[src/rtl/mem_port_arbiter.sv]
// Shares one single-ported memory between instruction fetch (IF) and load/store (D).
// D has fixed priority, a starvation counter forces IF through, and one read may be outstanding, with a timeout.
module mem_port_arbiter #(
    parameter int unsigned ADDR_W       = 32,
    parameter int unsigned DATA_W       = 32,
    parameter int unsigned STARVE_LIMIT = 4,
    parameter int unsigned TIMEOUT      = 16
) (
    input  logic              SYS_clk,
    input  logic              SYS_reset_n,
    input  logic              IF_req,
    input  logic [ADDR_W-1:0] IF_addr,
    output logic              IF_ready,
    output logic              IF_rvalid,
    output logic [DATA_W-1:0] IF_rdata,
    input  logic              D_req,
    input  logic              D_we,
    input  logic [1:0]        D_length,
    input  logic              D_signed,
    input  logic [ADDR_W-1:0] D_addr,
    input  logic [DATA_W-1:0] D_wdata,
    output logic              D_ready,
    output logic              D_rvalid,
    output logic [DATA_W-1:0] D_rdata,
    output logic              ERR,
    output logic              MEM_req,
    output logic              MEM_we,
    output logic [1:0]        MEM_length,
    output logic              MEM_signed,
    output logic [ADDR_W-1:0] MEM_addr,
    output logic [DATA_W-1:0] MEM_wdata,
    input  logic              MEM_ready,
    input  logic              MEM_rvalid,
    input  logic [DATA_W-1:0] MEM_rdata
);

    typedef enum logic {
        ST_IDLE = 1'b0,
        ST_WAIT = 1'b1
    } state_e;

    state_e     state_q, state_d;
    logic       owner_q, owner_d;
    logic [3:0] starve_q, starve_d;
    logic [7:0] tmo_q, tmo_d;

    logic if_starved;
    logic sel_d;
    logic sel_if;
    logic accept;
    logic acc_read;
    logic tmo_hit;

    // Winner selection. Grants are held off while reset is asserted, so that every output reads 0.
    always_comb begin
        if_starved = IF_req && (starve_q == 4'(STARVE_LIMIT));
        sel_d      = 1'b0;
        sel_if     = 1'b0;
        if ((state_q == ST_IDLE) && SYS_reset_n) begin
            sel_d  = D_req && !if_starved;
            sel_if = IF_req && !sel_d;
        end
        accept   = (sel_d || sel_if) && MEM_ready;
        acc_read = accept && (sel_if || !D_we);
        tmo_hit  = (state_q == ST_WAIT) && !MEM_rvalid && (tmo_q == 8'(TIMEOUT - 1));
    end

    always_ff @(posedge SYS_clk or negedge SYS_reset_n) begin
        if (!SYS_reset_n) begin
            state_q  <= ST_IDLE;
            owner_q  <= 1'b0;
            starve_q <= 4'd0;
            tmo_q    <= 8'd0;
        end else begin
            state_q  <= state_d;
            owner_q  <= owner_d;
            starve_q <= starve_d;
            tmo_q    <= tmo_d;
        end
    end

    // Next state: stores complete at acceptance, and reads park in WAIT until data arrives or the timeout expires.
    always_comb begin
        state_d  = state_q;
        owner_d  = owner_q;
        starve_d = starve_q;
        tmo_d    = tmo_q;
        case (state_q)
            ST_IDLE: begin
                if (accept) begin
                    starve_d = (sel_d && IF_req) ? starve_q + 4'd1 : 4'd0;
                    if (acc_read) begin
                        owner_d = sel_d;
                        tmo_d   = 8'd0;
                        state_d = ST_WAIT;
                    end
                end
            end
            ST_WAIT: begin
                tmo_d = tmo_q + 8'd1;
                if (MEM_rvalid || tmo_hit) begin
                    state_d = ST_IDLE;
                end
            end
            default: state_d = ST_IDLE;
        endcase
    end

    // Outputs: request mux toward memory, and response steering back to the owner.
    always_comb begin
        MEM_req    = 1'b0;
        MEM_we     = 1'b0;
        MEM_length = 2'b00;
        MEM_signed = 1'b0;
        MEM_addr   = '0;
        MEM_wdata  = '0;
        IF_ready   = 1'b0;
        D_ready    = 1'b0;
        IF_rvalid  = 1'b0;
        IF_rdata   = '0;
        D_rvalid   = 1'b0;
        D_rdata    = '0;
        ERR        = 1'b0;
        if (sel_d) begin
            MEM_req    = 1'b1;
            MEM_we     = D_we;
            MEM_length = D_length;
            MEM_signed = D_signed;
            MEM_addr   = D_addr;
            MEM_wdata  = D_wdata;
            D_ready    = MEM_ready;
        end else if (sel_if) begin
            MEM_req    = 1'b1;
            MEM_length = 2'b11;
            MEM_addr   = IF_addr;
            IF_ready   = MEM_ready;
        end
        if ((state_q == ST_WAIT) && (MEM_rvalid || tmo_hit)) begin
            if (owner_q) begin
                D_rvalid = 1'b1;
                D_rdata  = MEM_rvalid ? MEM_rdata : '0;
            end else begin
                IF_rvalid = 1'b1;
                IF_rdata  = MEM_rvalid ? MEM_rdata : '0;
            end
            ERR = tmo_hit;
        end
    end

endmodule

[config.mk]
export PLATFORM = sky130hd
export DESIGN_NAME = mem_port_arbiter
export DESIGN_NICKNAME = d
export VERILOG_FILES = /design/src/rtl/mem_port_arbiter.sv
export SDC_FILE = /design/constraint.sdc
export NUM_CORES = 1
export LEC_CHECK = 0
export ABC_AREA = 1
export BUFFER_PORTS_ARGS = -buffer_cell sky130_fd_sc_hd__buf_2
export CORE_AREA = 2 2 108 110
export CTS_BUF_LIST = sky130_fd_sc_hd__clkbuf_8
export DETAILED_ROUTE_END_ITERATION = 10
export DIE_AREA = 0 0 110 112
export MAX_ROUTING_LAYER = met4
export SYNTH_ARGS = -nofsm -noshare
export SYNTH_HDL_FRONTEND = slang
export SYNTH_SLANG_ARGS = --single-unit
[constraint.sdc]
create_clock -name SYS_clk -period 2.35 [get_ports SYS_clk]
set_input_delay 0.705 -clock SYS_clk [delete_from_list [all_inputs] [get_ports SYS_clk]]
set_output_delay 0.705 -clock SYS_clk [all_outputs]
set_load 0.01 [all_outputs]
==> results.md <==
* Result of the run: finished with violations
* Violations in the final reports: setup timing
* Sequential share of the synthesized area at 14.71%
* Hold Violations, Final at 0
* Number of cells in the design after placement at 856
* Clock Skews at 0.0009488 ns
* Non-filler cells, final at 884
* Boundary Pins at 276
* Number of antenna-violating nets in the routed design at 0
* Most numerous cell types in the synthesized netlist: sky130_fd_sc_hd__inv_1, sky130_fd_sc_hd__nand4_1, sky130_fd_sc_hd__nand3_1, sky130_fd_sc_hd__nor2_1, sky130_fd_sc_hd__nand2_1
* Std-Cell Core Area at 11170 um2
* Final setup violation count at 50
* Final critical-path setup slack at -0.1405 ns
* Cell with the largest stage delay on the worst path: sky130_fd_sc_hd__nor3_4
* Total of max-cap violations at 0
* Number of global-route vias before repair at 3511
* Crit Path Category: in -> out
* Number of different library cells in the post-synthesis netlist at 31
* Most instantiated library cell after synthesis: sky130_fd_sc_hd__inv_1
* Sw frac at 43.35%
* Depth of the worst register-to-register path at 12
* Final estimated routing congestion in global placement at 0.8684
* Worst setup slack after placement at -0.06761 ns
* Fraction of synthesis flops using an asynchronous set or reset pin at 100.0%
* Via total after detailed routing at 4041
* First-pass GRT wire length at 17300 um
* Worst Hold Class: in -> async
* Startpoint of the worst setup timing path: IF_req
* Initial antenna violation count at 1
* Number of levels in the clock H-tree at 1
* Max Freq at 401.5 MHz
* Biggest cell delay along the critical path at 0.24 ns
* Critical Path Most Common Cell: sky130_fd_sc_hd__buf_6
* Share of power burned in registers at 20.4%
* Worst Path Arrival at 1.79 ns
* Relative slew slack at 76.13%
* Worst Hold Margin at 0.4267 ns
* Number of synthesized register bits at 14
* Nature of the critical path endpoint: primary output
* Number of I/O port buffers at 275
* Net switching power at 677.5 uW
* Root cell of the clock tree: sky130_fd_sc_hd__clkbuf_8
* Pre-antenna DRT Iters at 4
* Fraction of power consumed by combinational cells at 64.1%
* Clock latency of the later-clocked register in the worst-skew pair at 0.25 ns
* Summed instance area of the synthesized netlist at 2382 um2
* Static Leakage at 0.003489 uW
* Top-area cell type share of the netlist area at 22.85%
* Maximum ir drop on the vdd rail at 0.0003862 V
* Via density per instance at 4.571
* Count of unresolved DRC violations after routing at 0
* Layout area overhead at 129.7%
* Proportion of layout cells with a drive suffix above 1 at 60.00%
* Number of buffers inserted during clock tree synthesis at 3
* Leading register cell type out of synthesis: sky130_fd_sc_hd__dfrtp_1
* Post-route core utilization at 48.96%
* Transition time at the pin with the least slew margin at 0.3558 ns
* Post-route clock period utilization at 106.0%
* Count of nets after finishing at 882
* Setup repair after global routing missed its margin: yes
* Initial cell density of the core at 21.32%
* Synth Warn # at 0
* CTS tree: done
* Layout fillers at 1127
* Overall die width at 110 um
* Number of rows created at floorplan at 39
* Gr usage total at 17.99%
* Aggregate routed wire length at 12910 um
* Final HPWL DP at 8692 um
* Average size of a mapped cell at 5.366 um2
* Routed wirelength normalized by instance count at 14.60 um
* Pint at 885.3 uW
* Top cell type by total area after synthesis: sky130_fd_sc_hd__inv_1
* Final critical path time including I/O delays and setup at 2.491 ns
* Leading post-synthesis cells by cell area: sky130_fd_sc_hd__inv_1, sky130_fd_sc_hd__nand4_1, sky130_fd_sc_hd__dfrtp_1
* Total count of max-transition violations in the final report at 0
* Clock transition time at the flip-flop clock pins of the worst setup and hold paths at 0.06 ns
* Global-route congestion overflow total at 0
* Pin count of the biggest net entering global routing at 41
* Vertical die dimension at 112 um
* CTS Sinks at 14
* R2R setup slack at 0.49 ns
* Summed area of non-filler cells in the final layout at 5472 um2
* Count of routing violations after the opening detailed-route iteration at 218
* Launch point of the worst reg-to-reg path: starve_q[0]
* Post-synth EDFFs at 0
* Part of the power in the clock network at 15.4%
* Worst r2r dst: starve_q[1]
* Critical-path maximum fanout at 8
* Syn Inst Count at 444
* Cell Area, Placed at 4078 um2
* Critical Path RT at 1.64 ns
* Bufs on Longest Clock Path at 2
* Net Count, Synth at 585
* Pwr dens at 285.6 nW/um2
* Die footprint at 12320 um2
* Critical path startpoint category: primary input
* Chain of cells forming the critical path: buf_8 -> inv_4 -> buf_6 -> nor3_4 -> buf_6 -> clkbuf_16 -> nand3_2 -> o21ai_2 -> buf_2
-- metal layers --
| metal | share of wire, % | global-route usage, % |
|---|---|---|
| met1 | 40 | 21.92 |
| met2 | 51 | 32.27 |
| met3 | 8.0 | 3.279 |
| met4 | 1.0 | 0.4219 |
| met5 | 0 | - |
-- power groups by stage --
| stage | sequential, uW | combinational [uW] | clock, uW |
|---|---|---|---|
| CTS | 317 | 850 | 245 |
| detailed placement | 322 | 708 | 0 |
| floorplan | 311 | 372 | 0 |
| global route | 325 | 1090 | 262 |
| finish | 319 | 1000 | 241 |
| global placement | 322 | 707 | 0 |
-- worst max path at each step --
stage	depth (start not counted)	to	slack, ns
3_3_place_gp	8	MEM_addr[21]	-0.07
2_1_floorplan	7	MEM_wdata[21]	0.17
6_report	9	MEM_addr[27]	-0.14
4_1_cts	10	MEM_addr[5]	-0.08
5_1_grt	9	MEM_addr[27]	-0.19
3_5_place_dp	9	MEM_addr[30]	-0.07
-- state kept, by name, summed over array words and instances, names as in the netlist --
signal and cells:
tmo_q 8, starve_q 4, owner_q 1, state_q 1
-- kinds of logic (layout without fill, tap and decap cells) --
logic type	after synthesis	after routing	share of synthesized area, %
xor+xnor	1	1	0.3677
buf+inv	184	480	30.57
simple gates	200	200	43.54
compound gates	42	42	9.244
other cells	0	1	0
fa+ha+maj	3	3	1.576
flops	14	14	14.71
-- timing repair --
| action | 4_1_cts | 5_1_grt |
|---|---|---|
| pin swaps | 5 | 10 |
| cloned | 8 | 6 |
| resized for setup | 110 | 125 |
| setup buffers | 8 | 9 |
| hold buffers | 0 | 0 |
| setup endpoints to repair | 68 | 104 |
-- cell usage in the layout (no fill, tap or decap), types with 2 or more instances in the layout --
master / instances
sky130_fd_sc_hd__buf_2: 241
sky130_fd_sc_hd__inv_1: 142
sky130_fd_sc_hd__nand4_1: 67
sky130_fd_sc_hd__buf_6: 43
sky130_fd_sc_hd__nor2_4: 34
sky130_fd_sc_hd__o21ai_2: 25
sky130_fd_sc_hd__nand2_1: 24
sky130_fd_sc_hd__nand3_2: 23
sky130_fd_sc_hd__nand3_1: 18
sky130_fd_sc_hd__buf_4: 17
sky130_fd_sc_hd__dfrtp_1: 13
sky130_fd_sc_hd__nand3_4: 9
sky130_fd_sc_hd__o21ai_1: 9
sky130_fd_sc_hd__nor2_1: 9
sky130_fd_sc_hd__buf_12: 9
sky130_fd_sc_hd__buf_16: 7
sky130_fd_sc_hd__clkbuf_16: 5
sky130_fd_sc_hd__buf_8: 5
sky130_fd_sc_hd__inv_2: 4
sky130_fd_sc_hd__o21ai_0: 4
sky130_fd_sc_hd__clkbuf_8: 4
sky130_fd_sc_hd__nor2_2: 3
sky130_fd_sc_hd__nand2_4: 3
sky130_fd_sc_hd__or2_2: 3
sky130_fd_sc_hd__inv_4: 2
sky130_fd_sc_hd__ha_1: 2
-- area by class of cell --
| class | instances | area, um2 | area share [%] |
|---|---|---|---|
| Timing Repair Buffer | 327 | 2391 | 43.70 |
| Multi-Input combinational cell | 246 | 1928 | 35.24 |
| Inverter | 149 | 564.3 | 10.31 |
| Sequential cell | 14 | 351.6 | 6.426 |
| Tap cell | 143 | 178.9 | 3.270 |
| Clock buffer | 4 | 55.05 | 1.006 |
| Antenna cell | 1 | 2.502 | 0.04574 |
-- per-stage QoR --
stage               setup TNS [ns]  power, uW
finish                      -3.496       1563
CTS                         -3.234       1413
detailed placement          -1.570       1030
global placement            -1.936       1029
global route                -7.666       1677
floorplan                        0      682.4
-- critical path, delay by kind of cell --
family,cells,cell delay [ns]
compound gates,1,0.07
simple gates,2,0.33
buf+inv,6,0.69
(Power assumes the default switching activity.)
